`config.mk`:
```
export PLATFORM = sky130hd
export DESIGN_NAME = commit_unit_flat
export DESIGN_NICKNAME = d
export VERILOG_FILES = /design/src/rtl/commit_unit_if.sv /design/src/rtl/commit_unit.sv /design/src/flat_wrapper.sv
export SDC_FILE = /design/constraint.sdc
export NUM_CORES = 1
export LEC_CHECK = 0
export CAP_MARGIN = 40
export CORE_MARGIN = 4
export CORE_UTILIZATION = 44
export DETAILED_ROUTE_END_ITERATION = 7
export MAX_ROUTING_LAYER = met4
export PLACE_DENSITY_LB_ADDON = 0.05
export SYNTH_ARGS = -nofsm -noshare
export SYNTH_HDL_FRONTEND = slang
export SYNTH_SLANG_ARGS = --single-unit
```
`constraint.sdc`:
```
create_clock -name clk_i -period 5.66 [get_ports clk_i]
set_input_delay 1.415 -clock clk_i [delete_from_list [all_inputs] [get_ports clk_i]]
set_output_delay 1.415 -clock clk_i [all_outputs]
set_load 0.005 [all_outputs]
```
`src/rtl/commit_unit_if.sv`:
```
// ROB head-of-queue commit bus: head fields plus valid/ready handshake.
// The ROB drives the master side; the commit unit consumes the slave side.
interface commit_unit_if;
    logic        commit_valid;
    logic [31:0] commit_pc;
    logic [31:0] commit_instr;
    logic [4:0]  commit_rd_addr;
    logic [31:0] commit_result;
    logic        commit_write_enable;
    logic        commit_store_to_mem;
    logic [31:0] commit_new_pc;
    logic        commit_branch_taken;
    logic        commit_ready;

    modport master (
        output commit_valid, commit_pc, commit_instr, commit_rd_addr, commit_result,
               commit_write_enable, commit_store_to_mem, commit_new_pc, commit_branch_taken,
        input  commit_ready
    );

    modport slave (
        input  commit_valid, commit_pc, commit_instr, commit_rd_addr, commit_result,
               commit_write_enable, commit_store_to_mem, commit_new_pc, commit_branch_taken,
        output commit_ready
    );
endinterface

```
`src/rtl/commit_unit.sv`:
```
// Retires the ROB head one per cycle: regfile writeback, store release, branch flush/redirect, instret.
// Latency: every retire effect is a registered output one cycle after the valid&&ready cycle.
// Backpressure: ready drops while awaiting store completion (bounded) and for one flush cycle; COMMIT_TRACE_EN adds trace ports.
module commit_unit #(
    parameter int INSTRET_W     = 64,
    parameter int STORE_TIMEOUT = 16
) (
    input  logic                 clk_i,
    input  logic                 rst_i,
    commit_unit_if.slave         commit,
    output logic                 rf_we_o,
    output logic [4:0]           rf_waddr_o,
    output logic [31:0]          rf_wdata_o,
    output logic                 store_commit_o,
    input  logic                 store_done_i,
    output logic                 flush_o,
    output logic [31:0]          redirect_pc_o,
    output logic [INSTRET_W-1:0] instret_o,
`ifdef COMMIT_TRACE_EN
    output logic                 trace_valid_o,
    output logic [31:0]          trace_pc_o,
    output logic [31:0]          trace_instr_o,
    output logic [4:0]           trace_rd_addr_o,
    output logic [31:0]          trace_result_o,
`endif
    output logic                 store_timeout_o
);

    localparam int WAIT_W = (STORE_TIMEOUT > 1) ? $clog2(STORE_TIMEOUT) : 1;
    localparam logic [WAIT_W-1:0] WAIT_LAST = WAIT_W'(STORE_TIMEOUT - 1);

    typedef enum logic [1:0] {
        RUN        = 2'd0,
        STORE_WAIT = 2'd1,
        FLUSH      = 2'd2
    } state_t;

    state_t            state;
    logic [WAIT_W-1:0] wait_cnt;
    logic              retire;
    logic              rf_write;

    // Ready is a pure function of state so the ROB never sees a valid->ready loop.
    assign commit.commit_ready = (state == RUN) && !rst_i;
    assign retire   = commit.commit_valid && commit.commit_ready;
    assign rf_write = commit.commit_write_enable && (commit.commit_rd_addr != 5'd0);

    always_ff @(posedge clk_i) begin
        if (rst_i) begin
            state           <= RUN;
            wait_cnt        <= '0;
            rf_we_o         <= 1'b0;
            rf_waddr_o      <= '0;
            rf_wdata_o      <= '0;
            store_commit_o  <= 1'b0;
            flush_o         <= 1'b0;
            redirect_pc_o   <= '0;
            instret_o       <= '0;
            store_timeout_o <= 1'b0;
        end else begin
            rf_we_o        <= 1'b0;
            store_commit_o <= 1'b0;
            flush_o        <= 1'b0;
            case (state)
                RUN: begin
                    if (retire) begin
                        instret_o <= instret_o + INSTRET_W'(1);
                        if (rf_write) begin
                            rf_we_o    <= 1'b1;
                            rf_waddr_o <= commit.commit_rd_addr;
                            rf_wdata_o <= commit.commit_result;
                        end
                        // A store takes precedence; its branch_taken bit is not meaningful.
                        if (commit.commit_store_to_mem) begin
                            store_commit_o <= 1'b1;
                            wait_cnt       <= '0;
                            state          <= STORE_WAIT;
                        end else if (commit.commit_branch_taken) begin
                            flush_o       <= 1'b1;
                            redirect_pc_o <= commit.commit_new_pc;
                            state         <= FLUSH;
                        end
                    end
                end
                STORE_WAIT: begin
                    if (store_done_i) begin
                        state <= RUN;
                    end else if (wait_cnt == WAIT_LAST) begin
                        store_timeout_o <= 1'b1;
                        state           <= RUN;
                    end else begin
                        wait_cnt <= wait_cnt + WAIT_W'(1);
                    end
                end
                FLUSH: begin
                    state <= RUN;
                end
                default: begin
                    state <= RUN;
                end
            endcase
        end
    end

`ifdef COMMIT_TRACE_EN
    // Trace reports every retire regardless of kind, aligned with the other retire effects.
    always_ff @(posedge clk_i) begin
        if (rst_i) begin
            trace_valid_o   <= 1'b0;
            trace_pc_o      <= '0;
            trace_instr_o   <= '0;
            trace_rd_addr_o <= '0;
            trace_result_o  <= '0;
        end else begin
            trace_valid_o <= retire;
            if (retire) begin
                trace_pc_o      <= commit.commit_pc;
                trace_instr_o   <= commit.commit_instr;
                trace_rd_addr_o <= commit.commit_rd_addr;
                trace_result_o  <= commit.commit_result;
            end
        end
    end
`else
    logic unused_trace_fields;
    assign unused_trace_fields = ^{commit.commit_pc, commit.commit_instr};
`endif

endmodule
```
`src/flat_wrapper.sv`:
```
// flat-port wrapper written by rule: the top's interface ports become plain ports
module commit_unit_flat 
#(
    parameter int INSTRET_W     = 64,
    parameter int STORE_TIMEOUT = 16
)
  (clk_i, rst_i, rf_we_o, rf_waddr_o, rf_wdata_o, store_commit_o, store_done_i, flush_o, redirect_pc_o, instret_o, store_timeout_o, commit_commit_valid, commit_commit_pc, commit_commit_instr, commit_commit_rd_addr, commit_commit_result, commit_commit_write_enable, commit_commit_store_to_mem, commit_commit_new_pc, commit_commit_branch_taken, commit_commit_ready);
  commit_unit_if commit_i ();
  input  logic clk_i;
  input  logic rst_i;
  output logic rf_we_o;
  output logic [4:0] rf_waddr_o;
  output logic [31:0] rf_wdata_o;
  output logic store_commit_o;
  input  logic store_done_i;
  output logic flush_o;
  output logic [31:0] redirect_pc_o;
  output logic [INSTRET_W-1:0] instret_o;
  output logic store_timeout_o;
  input wire logic [$bits(commit_i.commit_valid)-1:0] commit_commit_valid;
  input wire logic [$bits(commit_i.commit_pc)-1:0] commit_commit_pc;
  input wire logic [$bits(commit_i.commit_instr)-1:0] commit_commit_instr;
  input wire logic [$bits(commit_i.commit_rd_addr)-1:0] commit_commit_rd_addr;
  input wire logic [$bits(commit_i.commit_result)-1:0] commit_commit_result;
  input wire logic [$bits(commit_i.commit_write_enable)-1:0] commit_commit_write_enable;
  input wire logic [$bits(commit_i.commit_store_to_mem)-1:0] commit_commit_store_to_mem;
  input wire logic [$bits(commit_i.commit_new_pc)-1:0] commit_commit_new_pc;
  input wire logic [$bits(commit_i.commit_branch_taken)-1:0] commit_commit_branch_taken;
  output wire logic [$bits(commit_i.commit_ready)-1:0] commit_commit_ready;
  assign commit_i.commit_valid = commit_commit_valid;
  assign commit_i.commit_pc = commit_commit_pc;
  assign commit_i.commit_instr = commit_commit_instr;
  assign commit_i.commit_rd_addr = commit_commit_rd_addr;
  assign commit_i.commit_result = commit_commit_result;
  assign commit_i.commit_write_enable = commit_commit_write_enable;
  assign commit_i.commit_store_to_mem = commit_commit_store_to_mem;
  assign commit_i.commit_new_pc = commit_commit_new_pc;
  assign commit_i.commit_branch_taken = commit_commit_branch_taken;
  assign commit_commit_ready = commit_i.commit_ready;
  commit_unit #(.INSTRET_W(INSTRET_W), .STORE_TIMEOUT(STORE_TIMEOUT)) u_core (.clk_i(clk_i), .rst_i(rst_i), .commit(commit_i), .rf_we_o(rf_we_o), .rf_waddr_o(rf_waddr_o), .rf_wdata_o(rf_wdata_o), .store_commit_o(store_commit_o), .store_done_i(store_done_i), .flush_o(flush_o), .redirect_pc_o(redirect_pc_o), .instret_o(instret_o), .store_timeout_o(store_timeout_o));
endmodule
```
* Yosys cells after proc, flatten, opt, wreduce, memory -nomap -nowiden
Cells that the tools add are included.
** Word-level totals
- Flip-flop bits (word level) :: 143
- Input port bits :: 140
- Word-level logic and storage cells :: 53
** Operators by class
- Add/sub/neg operators :: 2
- Equality and inequality tests :: 8
- Mux-type cells :: 14
- Bitwise gates (word level) :: 4
- Reduce and logical (&&, ||, !) cells :: 15
** Operators with widths (count)
- $add 64x1->64 const B :: 1
- $mux 4 :: 4
- $mux 2 :: 5
- $reduce_and 3->1 :: 3
- $pmux 4 s2 :: 1
- $ne 2x2->1 const B :: 3
- $reduce_and 5->1 :: 1
- $reduce_bool 5->1 :: 1
- $add 4x1->4 const B :: 1
- $eq 4x4->1 const B :: 1
- $not 1->1 :: 4
- $pmux 2 s2 :: 1
- $reduce_and 4->1 :: 1
- $reduce_or 4->1 :: 1
- $logic_and 1x1->1 :: 3
- $mux 1 :: 3
- $ne 3x2->1 const B :: 1
- $ne 3x3->1 const B :: 1
- $reduce_or 3->1 :: 1
- $eq 2x1->1 const B :: 1
- $logic_not 2->1 :: 1
- $ne 2x1->1 const B :: 1
- $reduce_and 2->1 :: 1
- $reduce_bool 2->1 :: 1
- $logic_not 1->1 :: 1

* Longest topological paths before layout
- Word-level depth :: 5
- Mapped depth :: 8

* Worst setup path before layout
No wires, ideal clock.
- Kind :: input to output
- From :: input port rst_i
- To :: output port commit_commit_ready
- Arrival :: 1.914 ns
- Data required time :: 4.245 ns
- Slack :: 2.331 ns
- Stages on the path :: 3
- Path through :: buf_2 > clkbuf_1 > nor3_1
** Between the ends
- Longest elaborated chain between the ends :: 2
** Ends and longest elaborated chain
- start: declaration :: RTL line flat_wrapper.sv:10 : input logic rst_i;
- $logic_not 1->1 :: RTL line commit_unit.sv:44 : assign commit.commit_ready = (state == RUN) && !rst_i;
- $logic_and 1x1->1 :: RTL line commit_unit.sv:44
- end: declaration :: RTL line flat_wrapper.sv:29 : output wire logic [$bits(commit_i.commit_ready)-1:0] commit_commit_ready;
No other way between the ends.

* Worst setup path in the final report
- From :: input port commit_commit_valid
- To :: register u_core.instret_o[61]
** Between the ends
- Longest elaborated chain between the ends :: 2
** Ends and longest elaborated chain
- start: declaration :: RTL line flat_wrapper.sv:20 : input wire logic [$bits(commit_i.commit_valid)-1:0] commit_commit_valid;
- $logic_and 1x1->1 :: RTL line commit_unit.sv:45 : assign retire = commit.commit_valid && commit.commit_ready;
- $reduce_and 2->1 (no source line)
- end signal: assignment :: RTL line commit_unit.sv:67 : instret_o <= instret_o + INSTRET_W'(1);
- end: declaration :: RTL line commit_unit.sv:18 : output logic [INSTRET_W-1:0] instret_o,
No other way between the ends.
A chain may end at the register's enable or synchronous reset.

==> results.yml <==
outcome:
  outcome: "completed"
routing:
  vias: 5733
  antenna_left: 0
  drt_first_pass_iters: 5
  drtIter0Drc: 387
  route.detailed.drc: 0
  post_drt_via_cell_ratio: 5.26
  routed_wl_mm: 17.0
  wl_per_cell_um: 15.6
synth:
  synth_top_area_share_pct: 50.0
  synthesis.instances: 700
  synth_cell_type_count: 41
  yosys-top-cells-area: "dfxtp_1 50%, nand2_1 11%, a21oi_1 8.7%"
  synth_common_cells: "164 x nand2_1, 143 x dfxtp_1, 100 x a21oi_1"
  yosysMostFrequentCell: "nand2_1"
  synthesis.area_um2: 5730
  yosysWarningCount: 0
  synth_top_cell_by_area: "dfxtp_1"
  ys_ff_latch: 143
  synth-edff-count: 0
  syn_nets: 842
  synth.yosys.seq_area_share_pct: 50.0
  synth.avg_cell_area_um2: 8.19
  async_flop_share_pct: 0
  ys_dominant_reg_cell: "dfxtp_1"
cts:
  cts_inserted_buffers: 17
  hold_buffers: 0
  clock-sinks: 143
  cts_resized: 0
  clock_latency_ps: 420
  cts_tree: "yes"
  root_buffer: "clkbuf_16"
  cts.reportedPaths.clkPinSlew_ps: 60
  htree_levels: 4
  clk_path_buf_depth: 2
  cts_setup_buffers: 0
sta:
  timing.fmax_mhz: 255
  min_period_ps: 3930
  clock_skew_ps: 8.63
  tns_ps: 0
  period_share_pct: 69.4
  finalHoldViolations: 0
  drv_slew: 0
  rsz0062_at_grt: "false"
  slew_headroom_pct: 40.7
  setup_viol: 0
  tightest_slew_ps: 890
die:
  die_y_um: 122
  die-area_um2: 14900
  coreArea_um2: 12700
  initial_utilization_pct: 45.2
  rows: 41
  ios: 278
  die_w_um: 122
final_layout:
  diodes: 0
  drive_gt1_share_pct: 5.12
  area_delta_synth_final_pct: 50.6
  fin_nets: 1048
  n_fill_cell: 1051
global_route:
  antenna_found_initial: 0
  track_usage_pct: 23.5
  grt_overflow_total: 0
  grt_max_degree: 86
  grt_pass1_wl_mm: 26.9
  grt_pass1_vias: 5574
critical_path:
  end_kind: "flop"
  r2r_end: "u_core.instret_o[61]"
  required_ps: 6000
  reg2reg_from: "u_core.state[1]"
  setup.worst_path.class: "input port to flop"
  worstRegToRegCells: 5
  crit_path_start_kind: "input port"
  cp.arrival_ps: 4270
  rrSetupSlack_ps: 2800
  crit_fanout: 14
power_and_ir_drop:
  power_uw: 2310
  ir_worst_vdd_mv: 0.202
  p_leak_uw: 0.00287
  powerDensity_nw_per_um2: 268
placed_design:
  gp_congestion: 0.794
  post-dp-hpwl_mm: 12.0
  io_buffers: 213
run:
  maxCapViolCount: 0
hold_path:
  hp-class: "flop to flop"
  hold_depth: 2
  min-delay-start: "u_core.rf_wdata_o[22]"
  holdPathEnd: "u_core.rf_wdata_o[22]"
[stage by stage]
| step | instance area [um2] | std cells | setup slack [ps] | hold slack, ps | util (%) |
|---|---|---|---|---|---|
| finish | 8630 | 1090 | 1730 | 451 | 68.1 |
| CTS | 8630 | 1090 | 1730 | 455 | 68.1 |
| global placement | 7980 | 1056 | 1350 | 441 | 63.0 |
| floorplan | 5730 | 700 | 2330 | 449 | - |
| global route | 8630 | 1090 | 1590 | 471 | 68.1 |
| detailed placement | 8020 | 1059 | 1310 | 448 | 63.3 |
[critical path, stage by stage]
cell	delay, ps
clkdlybuf4s50_1	500
or4b_4	530
nor2_2	480
nand4_1	520
or4_1	650
a21oi_1	150
[flip-flops by register name, summed over array words and instances, names as in the netlist]
name	flops
u_core.flush_o	1
u_core.instret_o	64
u_core.redirect_pc_o	32
u_core.rf_waddr_o	5
u_core.rf_wdata_o	32
u_core.rf_we_o	1
u_core.state	2
u_core.store_commit_o	1
u_core.store_timeout_o	1
u_core.wait_cnt	4
[final cells by class]
cell class                 instances  area (um2)  share of cell area, %
clock buffer                      27         533                   6.18
sequential                       143        2860                   33.2
tap                              172         215                   2.49
timing repair buffer             221        2210                   25.6
clock inverter                     4        72.6                  0.841
multi-input combinational        514        2700                   31.3
inverter                           9        33.8                  0.392
[cells in the final DEF (no fill, tap or decap), types with 2 or more instances in the layout]
master and n:
bufinv_16 2, clkbuf_16 17, or4_1 7, xor2_1 28, and4_1 5, nor4_1 4, dfxtp_1 143, a21oi_1 100
nor2_1 51, xnor2_1 10, nor4b_1 2, or3_1 19, clkbuf_8 7, nor3_2 2, buf_4 6, buf_8 2
clkdlybuf4s50_1 212, nand3_1 24, o31ai_1 7, nand4_1 33, inv_1 9, nand2_1 164, clkbuf_1 3, nand2b_1 2
nor3_1 12, ha_1 2, and3_1 4, o21ai_0 21
[how the worst max path moves through the flow]
stage,from,to,slack (ps),cells past startpoint
finish,commit_commit_valid,u_core.instret_o[61],1730,6
global route,commit_commit_valid,u_core.instret_o[59],1590,6
CTS,rst_i,commit_commit_ready,1730,3
detailed placement,commit_commit_valid,u_core.instret_o[61],1310,6
global placement,commit_commit_valid,u_core.instret_o[59],1350,6
floorplan,rst_i,commit_commit_ready,2330,3
[layer usage]
layer | vias up | part of all wire, % | GRT usage [%]
met1 | 2689 | 40 | 25.4
met3 | 30 | 9.0 | 9.89
met5 | - | 0 | -
met2 | 189 | 49 | 38.4
li1 | 2825 | - | -
met4 | 0 | 2.2 | 9.38
[kinds of logic after synthesis]
family          after synthesis  share of synthesized area [%]
simple gates                342                           28.9
flops                       143                           50.0
compound gates              132                           12.1
buf+inv                      43                           2.88
xor+xnor                     38                           5.81
fa+ha+maj                     2                          0.437
[report_power, final]
group / internal (uW) / switching, uW
clock network: 728 / 401
registers: 1020 / 9.94
logic: 86.5 / 59.8
No activity file was read; power rests on OpenSTA's default activity.
